===== config.mk =====
export PLATFORM = sky130hd
export DESIGN_NAME = alu_control_seq
export DESIGN_NICKNAME = d
export VERILOG_FILES = /design/src/rtl/alu_ctrl_pkg.sv /design/src/rtl/alu_ctrl_decode.sv /design/src/rtl/alu_control_seq.sv
export SDC_FILE = /design/constraint.sdc
export NUM_CORES = 1
export LEC_CHECK = 0
export ABC_AREA = 1
export CORE_MARGIN = 3
export CORE_UTILIZATION = 33
export DETAILED_ROUTE_END_ITERATION = 10
export GPL_TIMING_DRIVEN = 0
export MAX_ROUTING_LAYER = met4
export PLACE_DENSITY = 0.76
export SLEW_MARGIN = 20
export SYNTH_ARGS = -nofsm -noshare
export SYNTH_HDL_FRONTEND = slang
export SYNTH_SLANG_ARGS = --single-unit

===== constraint.sdc =====
create_clock -name clk -period 0.8 [get_ports clk]
set_input_delay 0.16 -clock clk [delete_from_list [all_inputs] [get_ports clk]]
set_output_delay 0.16 -clock clk [all_outputs]
set_load 0.01 [all_outputs]

===== src/rtl/alu_ctrl_pkg.sv =====
// -----------------------------------------------------------------------------
// alu_ctrl_pkg
// Shared definitions for the registered ALU control sequencer:
//   - ALU operation codes (ADD..REMU), 4 bits wide, zero-extended by the user
//   - ALU_Op class constants driven by the main control unit
//   - funct7 encodings recognised by the decoder
//   - latency class type and a helper mapping an op code to its class
//   - sequencer state type
// Optional feature macro ALU_CTRL_RV32M_EN is consumed by the decoder and the
// sequencer, not by this package.
// -----------------------------------------------------------------------------
package alu_ctrl_pkg;

  localparam logic [3:0] OP_ADD  = 4'd0;
  localparam logic [3:0] OP_SUB  = 4'd1;
  localparam logic [3:0] OP_AND  = 4'd2;
  localparam logic [3:0] OP_OR   = 4'd3;
  localparam logic [3:0] OP_XOR  = 4'd4;
  localparam logic [3:0] OP_SLL  = 4'd5;
  localparam logic [3:0] OP_SRL  = 4'd6;
  localparam logic [3:0] OP_SRA  = 4'd7;
  localparam logic [3:0] OP_SLT  = 4'd8;
  localparam logic [3:0] OP_SLTU = 4'd9;
  localparam logic [3:0] OP_MUL  = 4'd10;
  // MULH, MULHSU and MULHU share this code; the datapath reads funct3 for signedness.
  localparam logic [3:0] OP_MULH = 4'd11;
  localparam logic [3:0] OP_DIV  = 4'd12;
  localparam logic [3:0] OP_DIVU = 4'd13;
  localparam logic [3:0] OP_REM  = 4'd14;
  localparam logic [3:0] OP_REMU = 4'd15;

  localparam logic [2:0] R_TYPE = 3'b000;
  localparam logic [2:0] I_TYPE = 3'b001;
  localparam logic [2:0] MEM    = 3'b010;
  localparam logic [2:0] BRANCH = 3'b011;

  localparam logic [6:0] F7_BASE   = 7'b0000000;
  localparam logic [6:0] F7_ALT    = 7'b0100000;
  localparam logic [6:0] F7_MULDIV = 7'b0000001;

  typedef enum logic [1:0] {
    LAT_SINGLE = 2'd0,
    LAT_MUL    = 2'd1,
    LAT_DIV    = 2'd2
  } lat_class_e;

  typedef enum logic [1:0] {
    ST_IDLE = 2'd0,
    ST_OUT  = 2'd1,
    ST_BUSY = 2'd2
  } state_e;

  function automatic lat_class_e op_lat_class(input logic [3:0] op);
    lat_class_e lc;
    lc = LAT_SINGLE;
    case (op)
      OP_MUL, OP_MULH:                   lc = LAT_MUL;
      OP_DIV, OP_DIVU, OP_REM, OP_REMU:  lc = LAT_DIV;
      default:                           lc = LAT_SINGLE;
    endcase
    return lc;
  endfunction

endpackage


===== src/rtl/alu_ctrl_decode.sv =====
// -----------------------------------------------------------------------------
// alu_ctrl_decode
// Purely combinational decode of {funct7, ALU_Op, funct3} into an ALU op code,
// an illegal-encoding flag and the latency class of the op.
// Optional feature: ALU_CTRL_RV32M_EN enables RV32M decoding of funct7=0000001
// in R-type; without it that encoding is illegal.
// Ports:
//   funct7_i   in  7  instruction[31:25]
//   funct3_i   in  3  instruction[14:12]
//   alu_op_i   in  3  class from the main control unit
//   op_o       out 4  decoded op code (ADD when illegal)
//   illegal_o  out 1  encoding is undefined
//   lat_o      out    latency class of op_o
// -----------------------------------------------------------------------------
module alu_ctrl_decode
  import alu_ctrl_pkg::*;
(
  input  logic [6:0] funct7_i,
  input  logic [2:0] funct3_i,
  input  logic [2:0] alu_op_i,
  output logic [3:0] op_o,
  output logic       illegal_o,
  output lat_class_e lat_o
);

  always_comb begin
    op_o      = OP_ADD;
    illegal_o = 1'b0;
    case (alu_op_i)
      R_TYPE: begin
        case (funct7_i)
          F7_BASE: begin
            case (funct3_i)
              3'b000: op_o = OP_ADD;
              3'b001: op_o = OP_SLL;
              3'b010: op_o = OP_SLT;
              3'b011: op_o = OP_SLTU;
              3'b100: op_o = OP_XOR;
              3'b101: op_o = OP_SRL;
              3'b110: op_o = OP_OR;
              3'b111: op_o = OP_AND;
            endcase
          end
          F7_ALT: begin
            if (funct3_i == 3'b000)      op_o = OP_SUB;
            else if (funct3_i == 3'b101) op_o = OP_SRA;
            else                         illegal_o = 1'b1;
          end
`ifdef ALU_CTRL_RV32M_EN
          F7_MULDIV: begin
            case (funct3_i)
              3'b000:                 op_o = OP_MUL;
              3'b001, 3'b010, 3'b011: op_o = OP_MULH;
              3'b100:                 op_o = OP_DIV;
              3'b101:                 op_o = OP_DIVU;
              3'b110:                 op_o = OP_REM;
              3'b111:                 op_o = OP_REMU;
            endcase
          end
`endif
          default: illegal_o = 1'b1;
        endcase
      end
      I_TYPE: begin
        // funct7 is immediate bits here; only the shift forms constrain it.
        case (funct3_i)
          3'b000: op_o = OP_ADD;
          3'b010: op_o = OP_SLT;
          3'b011: op_o = OP_SLTU;
          3'b100: op_o = OP_XOR;
          3'b110: op_o = OP_OR;
          3'b111: op_o = OP_AND;
          3'b001: begin
            if (funct7_i == F7_BASE) op_o = OP_SLL;
            else                     illegal_o = 1'b1;
          end
          3'b101: begin
            if (funct7_i == F7_BASE)     op_o = OP_SRL;
            else if (funct7_i == F7_ALT) op_o = OP_SRA;
            else                         illegal_o = 1'b1;
          end
        endcase
      end
      MEM:     op_o = OP_ADD;
      BRANCH:  op_o = OP_SUB;
      default: op_o = OP_ADD;
    endcase
    if (illegal_o) op_o = OP_ADD;
    lat_o = op_lat_class(op_o);
  end

endmodule


===== src/rtl/alu_control_seq.sv =====
// -----------------------------------------------------------------------------
// alu_control_seq
// Registered ALU control for the EX stage. Decodes each accepted instruction,
// registers the op code, and (with RV32M) holds the op for MUL_LAT/DIV_LAT
// cycles while busy_o stalls the front end.
// Optional feature macro: ALU_CTRL_RV32M_EN. Undefined: no counter or BUSY
// state, busy_o tied 0, MUL_LAT/DIV_LAT unused.
// Ports:
//   clk              in   1     clock, rising edge
//   reset            in   1     asynchronous active-high reset
//   flush_i          in   1     synchronous pipeline flush (beats everything but reset)
//   stall_i          in   1     downstream hold
//   valid_i          in   1     instruction presented
//   funct7_i         in   7     instruction[31:25]
//   funct3_i         in   3     instruction[14:12]
//   ALU_Op_i         in   3     class from main control
//   ALU_Operation_o  out  OP_W  registered op code
//   valid_o          out  1     op code valid for the ALU
//   busy_o           out  1     multi-cycle op in progress, no accept
//   illegal_o        out  1     encoding undefined (qualified by valid_o)
// -----------------------------------------------------------------------------
module alu_control_seq
  import alu_ctrl_pkg::*;
#(
  parameter int OP_W    = 4,
  parameter int MUL_LAT = 3,
  parameter int DIV_LAT = 8
) (
  input  logic            clk,
  input  logic            reset,
  input  logic            flush_i,
  input  logic            stall_i,
  input  logic            valid_i,
  input  logic [6:0]      funct7_i,
  input  logic [2:0]      funct3_i,
  input  logic [2:0]      ALU_Op_i,
  output logic [OP_W-1:0] ALU_Operation_o,
  output logic            valid_o,
  output logic            busy_o,
  output logic            illegal_o
);

  logic [3:0]      dec_op;
  logic            dec_ill;
  lat_class_e      dec_lat;

  state_e          state_q, state_d;
  logic [OP_W-1:0] op_q, op_d;
  logic            ill_q, ill_d;
  logic            busy;
  logic            accept;

  alu_ctrl_decode u_decode (
    .funct7_i  (funct7_i),
    .funct3_i  (funct3_i),
    .alu_op_i  (ALU_Op_i),
    .op_o      (dec_op),
    .illegal_o (dec_ill),
    .lat_o     (dec_lat)
  );

`ifdef ALU_CTRL_RV32M_EN
  localparam int MAX_LAT = (MUL_LAT > DIV_LAT) ? MUL_LAT : DIV_LAT;
  localparam int CNT_W   = $clog2(MAX_LAT) + 1;

  logic [CNT_W-1:0] cnt_q, cnt_d, load_cnt;
  logic             multi;

  assign busy = (state_q == ST_BUSY);

  // A latency of 1 behaves as a single-cycle op, so it never enters BUSY.
  always_comb begin
    multi    = 1'b0;
    load_cnt = '0;
    if (dec_lat == LAT_MUL && MUL_LAT > 1) begin
      multi    = 1'b1;
      load_cnt = CNT_W'(MUL_LAT - 1);
    end else if (dec_lat == LAT_DIV && DIV_LAT > 1) begin
      multi    = 1'b1;
      load_cnt = CNT_W'(DIV_LAT - 1);
    end
  end
`else
  logic unused_cfg;

  assign busy       = 1'b0;
  assign unused_cfg = (dec_lat != LAT_SINGLE) ^ (MUL_LAT > 0) ^ (DIV_LAT > 0);
`endif

  assign accept = valid_i && !busy && !stall_i && !flush_i;

  always_comb begin
    state_d = state_q;
    op_d    = op_q;
    ill_d   = ill_q;
`ifdef ALU_CTRL_RV32M_EN
    cnt_d   = cnt_q;
`endif
    if (flush_i) begin
      state_d = ST_IDLE;
      op_d    = '0;
      ill_d   = 1'b0;
`ifdef ALU_CTRL_RV32M_EN
      cnt_d   = '0;
`endif
    end else begin
      case (state_q)
        ST_IDLE, ST_OUT: begin
          if (accept) begin
            op_d    = OP_W'(dec_op);
            ill_d   = dec_ill;
            state_d = ST_OUT;
`ifdef ALU_CTRL_RV32M_EN
            if (multi) begin
              state_d = ST_BUSY;
              cnt_d   = load_cnt;
            end
`endif
          end else if (!(state_q == ST_OUT && stall_i)) begin
            // A stalled OUT keeps its outputs; otherwise the slot empties.
            state_d = ST_IDLE;
          end
        end
`ifdef ALU_CTRL_RV32M_EN
        ST_BUSY: begin
          // Counter ignores stall_i: the functional unit keeps working.
          if (cnt_q == CNT_W'(1)) begin
            state_d = ST_OUT;
            cnt_d   = '0;
          end else begin
            cnt_d = cnt_q - CNT_W'(1);
          end
        end
`endif
        default: state_d = ST_IDLE;
      endcase
    end
  end

  always_ff @(posedge clk or posedge reset) begin
    if (reset) begin
      state_q <= ST_IDLE;
      op_q    <= '0;
      ill_q   <= 1'b0;
`ifdef ALU_CTRL_RV32M_EN
      cnt_q   <= '0;
`endif
    end else begin
      state_q <= state_d;
      op_q    <= op_d;
      ill_q   <= ill_d;
`ifdef ALU_CTRL_RV32M_EN
      cnt_q   <= cnt_d;
`endif
    end
  end

  assign ALU_Operation_o = op_q;
  assign valid_o         = (state_q == ST_OUT);
  assign busy_o          = busy;
  assign illegal_o       = ill_q;

endmodule


Word level (Yosys, flattened, before mapping)
Memories as Yosys holds them, arrays and structs flattened. Index checks and enable logic that the tools add are counted.

Add/sub/neg operators: 0. Multiply operators: 0. Divide/modulo/power cells: 0. Magnitude comparators: 0. Equality and inequality tests: 12. Shift operators: 0. Mux-type cells: 27. Bitwise logic cells: 0. Reduce and logical (&&, ||, !) cells: 13.

Operators with widths (number): $pmux W4 S8 (1); $mux W4 (6); $eq A3 B3 Y1 const B (4); $pmux W4 S3 (1); $eq A3 B2 Y1 const B (3); $mux W3 (3); $mux W1 (8); $mux W2 (4); $pmux W4 S2 (1); $eq A7 B6 Y1 const B (1); $logic_not A7 Y1 (1); $eq A3 B1 Y1 const B (2); $logic_not A3 Y1 (2); $pmux W1 S2 (3); $ne A4 B4 Y1 const B (1); $reduce_bool A2 Y1 (2); $logic_and A1 B1 Y1 (3); $eq A2 B1 Y1 const B (1); $logic_not A1 Y1 (2); $logic_not A2 Y1 (1); $reduce_and A2 Y1 (1); $reduce_or A2 Y1 (1).

Register bits: 7. Latch bits: 0. Bits in writable memories: 0. ROM bits: 32. Input port bits: 18. Output and inout bits: 7. Word-level logic and storage cells: 56. Memories kept: 1.

Memory list: (no name shown) (words 8, width 4, rd ports 1, clocked after Yosys merged registers in 0, wr ports 0, line alu_ctrl_decode.sv:33) `case (funct3_i)`.

Logic depth before layout (Yosys ltp)
Word-level depth: 9. Gate-level depth with buffers: 10. Gate-level depth less buffers: 10.

Cells and area by module
From an unflattened synthesis, not the netlist that was laid out.

Cells, all modules: 94. Area, all modules: 604.3 um^2.

Modules (own cells, without submodules): alu_ctrl_decode (times used 1, cells each 65, area each 330.3 um^2, sequential area each 0.0 um^2); alu_control_seq (times used 1, cells each 29, area each 274.0 um^2, sequential area each 150.1 um^2).

Worst setup path before layout
OpenSTA, ideal clock, no wires.

Path type: input -> register. Start point: input port ALU_Op_i[2]. End point: register op_q[2], in the netlist ALU_Operation_o[2]. Setup time: 0.117 ns. Arrival time: 0.823 ns. Required time: 0.683 ns. Slack: -0.141 ns. Stages on the path: 8. Path buffers: 0. Cells stage by stage: nor2_1 -> inv_1 -> nor2_1 -> nand2_1 -> nand2_1 -> o21ai_2 -> nand3_1 -> nand2_1.

Word-level cells in the longest chain between the ends: 6. Elaborated cells between the ends (all ways): 9. Classes of those cells: eq/ne (2); mux (6); reduce/logical (1).

Ends and longest elaborated chain: start: declaration (line alu_control_seq.sv:36) `input logic [2:0] ALU_Op_i,`; $eq A3 B2 Y1 (tied with other cells) (line alu_ctrl_decode.sv:29) `case (alu_op_i)`; $pmux W4 S3 or $pmux W1 S2 (tied branches) (line alu_ctrl_decode.sv:29); $mux W4 (*) (line alu_ctrl_decode.sv:88) `if (illegal_o) op_o = OP_ADD;`; $mux W4 (*) (line alu_control_seq.sv:109) `if (accept) begin`; $mux W4 (*) (line alu_control_seq.sv:107) `case (state_q)`; $mux W4 (*) (line alu_control_seq.sv:99) `if (flush_i) begin`; end signal: assignment (line alu_control_seq.sv:150) `op_q <= op_d;`; end: declaration (line alu_control_seq.sv:48) `logic [OP_W-1:0] op_q, op_d;`.

Mark *: on every way between the ends. The rest lies on a longest branch, timed or not. The select of a mux whose other input is x is not followed. A chain may end at the register's enable or synchronous reset.

Final worst setup path
Start point: register op_q[1], in the netlist ALU_Operation_o[1]. End point: output port ALU_Operation_o[1].

RTL lines: end: declaration (line alu_control_seq.sv:37) `output logic [OP_W-1:0] ALU_Operation_o,`.

No word-level cell between the ends.

==> flow_metrics.py <==
metrics = {
    "die": {
        "die_h_um": 48.0,
        "dieArea_um2": 2300,
        "start_util_pct": 36.9,
        "core_area_um2": 1580,
        "die_w_um": 48.0,
        "ios": 25,
        "fp-row-count": 14,
    },
    "final_layout": {
        "drive_above_1_share_pct": 52.4,
        "stdcell_area_um2": 1090,
        "nNetsFinal": 167,
        "diodes": 0,
        "synthToLayoutAreaGrowth_pct": 87.5,
    },
    "critical_path": {
        "cp_slowest_cell": "dfrtp_1",
        "crit_chain": "buf_2",
        "crit_buf_inv": 1,
        "worstSetupEndpointType": "output pin",
        "arrival_ns": 0.76,
        "worstSetupPathType": "flip-flop to output pin",
        "path_delay_family": "flip-flops",
        "crit_path_max_fanout": 2,
        "required_ns": 0.64,
        "critPathLaunchType": "flip-flop",
        "cp_slowest_stage_delay_ns": 0.37,
    },
    "grt": {
        "grt_max_degree": 8,
        "grt_pass1_wl_um": 2820,
        "grt_overflow": 0,
        "antenna_found_initial": 0,
        "grt_pass1_vias": 697,
        "grt.total_usage_pct": 17.2,
    },
    "timing": {
        "finClkSkew_ns": 0,
        "setup_viol": 11,
        "finalCritPeriodShare_pct": 115,
        "grt_setup_unrepaired": "yes",
        "timing.fmax_mhz": 1090,
        "whs_ns": 0.122,
        "hold_violations": 0,
        "drv_slew": 0,
        "worst_slack_ns": -0.121,
        "period_minus_slack_ns": 0.921,
        "fin_setup_tns_ns": -0.952,
    },
    "synthesis": {
        "synthesis.area_um2": 582,
        "syn_nets": 121,
        "yosys_register_bits": 6,
        "ys_seq_area_share_pct": 25.8,
        "ys_warn_count": 0,
        "syn_inst": 103,
        "avgSynthCellArea_um2": 5.65,
        "synth_cell_types": 17,
    },
    "clock_tree": {
        "cts_buffers": 3,
        "clockBufferDepth": 2,
        "cts_tree": "built",
        "clk_pin_slew_worst_paths_ns": 0.05,
        "cts_max_level": 1,
        "clk_root_buffer_cell": "clkbuf_4",
        "insertion_delay_ns": 0.25,
        "numClockSinks": 6,
    },
    "placed_design": {
        "hpwlAfterDp_um": 1110,
        "place_area_um2": 865,
        "port-buffer-count": 23,
        "gp_congestion": 0.923,
    },
    "flow_run": {
        "cap_violations": 0,
    },
    "pwr": {
        "p_per_area_nw_per_um2": 879,
        "peakVddDrop_uv": 381,
        "cellLeakagePower_nw": 0.625,
    },
    "hold_path": {
        "hold_path.class": "input pin to asynchronous set/reset pin",
    },
    "outcome": {
        "status": "finished with violations",
        "violations": "setup timing",
    },
    "route": {
        "vias": 790,
        "drt_iter0_drc": 14,
        "ant_nets": 0,
        "drc": 0,
        "detail_route.wirelength_um": 1880,
        "routed_via_density": 4.85,
        "wl_per_cell_um": 11.5,
        "dr.pass1.iters": 5,
    },
}
## layout by cell type (no fill, tap or decap), drive strengths merged, types with 2 or more instances in the layout
| cell type | synthesis | routed |
|---|---|---|
| nor2 | 13 | 13 |
| inv | 19 | 19 |
| buf | 1 | 35 |
| nand2 | 42 | 42 |
| clkdlybuf4s15 | 0 | 3 |
| clkbuf | 0 | 4 |
| nand3 | 15 | 15 |
| dfrtp | 6 | 6 |
| dlygate4sd2 | 0 | 2 |
| o21ai | 3 | 3 |
## final timing paths
kind	slack [ns]	from	endpoint	cells past startpoint
worst min-delay path	0.12	reset	state_q[0]$_DFFE_PP0P_	2
worst min register to register	0.47	ALU_Operation_o[2]$_DFFE_PP0P_	ALU_Operation_o[2]$_DFFE_PP0P_	2
worst max-delay path	-0.12	ALU_Operation_o[1]$_DFFE_PP0P_	ALU_Operation_o[1]	1
worst max register to register	-0.02	ALU_Operation_o[0]$_DFFE_PP0P_	ALU_Operation_o[0]$_DFFE_PP0P_	4
max in group asynchronous	0.48	reset	illegal_o$_DFFE_PP0P_	2
min in group clk	0.27	stall_i	state_q[0]$_DFFE_PP0P_	3
## metrics by stage
stage,cells,util (%),setup slack (ns),power (mW)
global placement,142,54.8,-0.741,0.581
global route,163,69.2,-0.185,0.992
floorplan,103,-,-0.0711,0.448
finish,163,69.2,-0.121,0.959
CTS,160,64.7,-0.113,0.914
detailed placement,142,54.8,-0.739,0.586
## synthesized netlist by cell type, drive strengths merged
| cell | count | area [um2] |
|---|---|---|
| inv | 19 | 71.3 |
| nor2 | 13 | 72.6 |
| nand2 | 42 | 160 |
| nor3 | 1 | 5.00 |
| dfrtp | 6 | 150 |
| a21oi | 1 | 5.00 |
| buf | 1 | 7.51 |
| nand3b | 1 | 7.51 |
| nand3 | 15 | 80.1 |
| conb | 1 | 3.75 |
| o21ai | 3 | 18.8 |
## flip-flops by register name (all words and copies together), names as in the netlist
register	cells
state_q	1
illegal_o	1
ALU_Operation_o	4
## layout make-up
cell class              instances  area (um2)
repair buffers                 41         320
multi-input cells              77         497
flip-flops and latches          6         150
plain buffers                   1        7.51
well taps                      16        20.0
fillers                       135         485
clock buffers                   3        22.5
inverters                      19        73.8
## layer usage
layer / up-vias / track usage (%) / wire length [um]
met3: 4 / 1.13 / 87
met1: 350 / 19.8 / 764
li1: 402 / - / -
met2: 34 / 30.9 / 1020
met5: - / - / 0
met4: 0 / 5.91 / 7
## report_power, final
part	switching (mW)	total [mW]	internal, mW	leakage, nW
logic	0.192	0.358	0.165	0.528
registers	0.00350	0.315	0.312	0.0827
clock network	0.116	0.286	0.170	0.0138
## timing repair
action	CTS	global route
endpoints found under the setup margin	11	11
resized for setup	102	15
setup buffers	15	3
gates cloned	0	0
pin swaps	30	11
hold buffers	0	0
## cells by family (layout without fill, tap and decap cells)
logic type	after synthesis	in the layout	synth area share, %
and+or+nand+nor	72	72	55.9
buffers and inverters	20	64	13.5
DFF	6	6	25.8
AOI/OAI and AO/OA	4	4	4.09
other	1	1	0.645
Power figures use the tool's default switching activity.
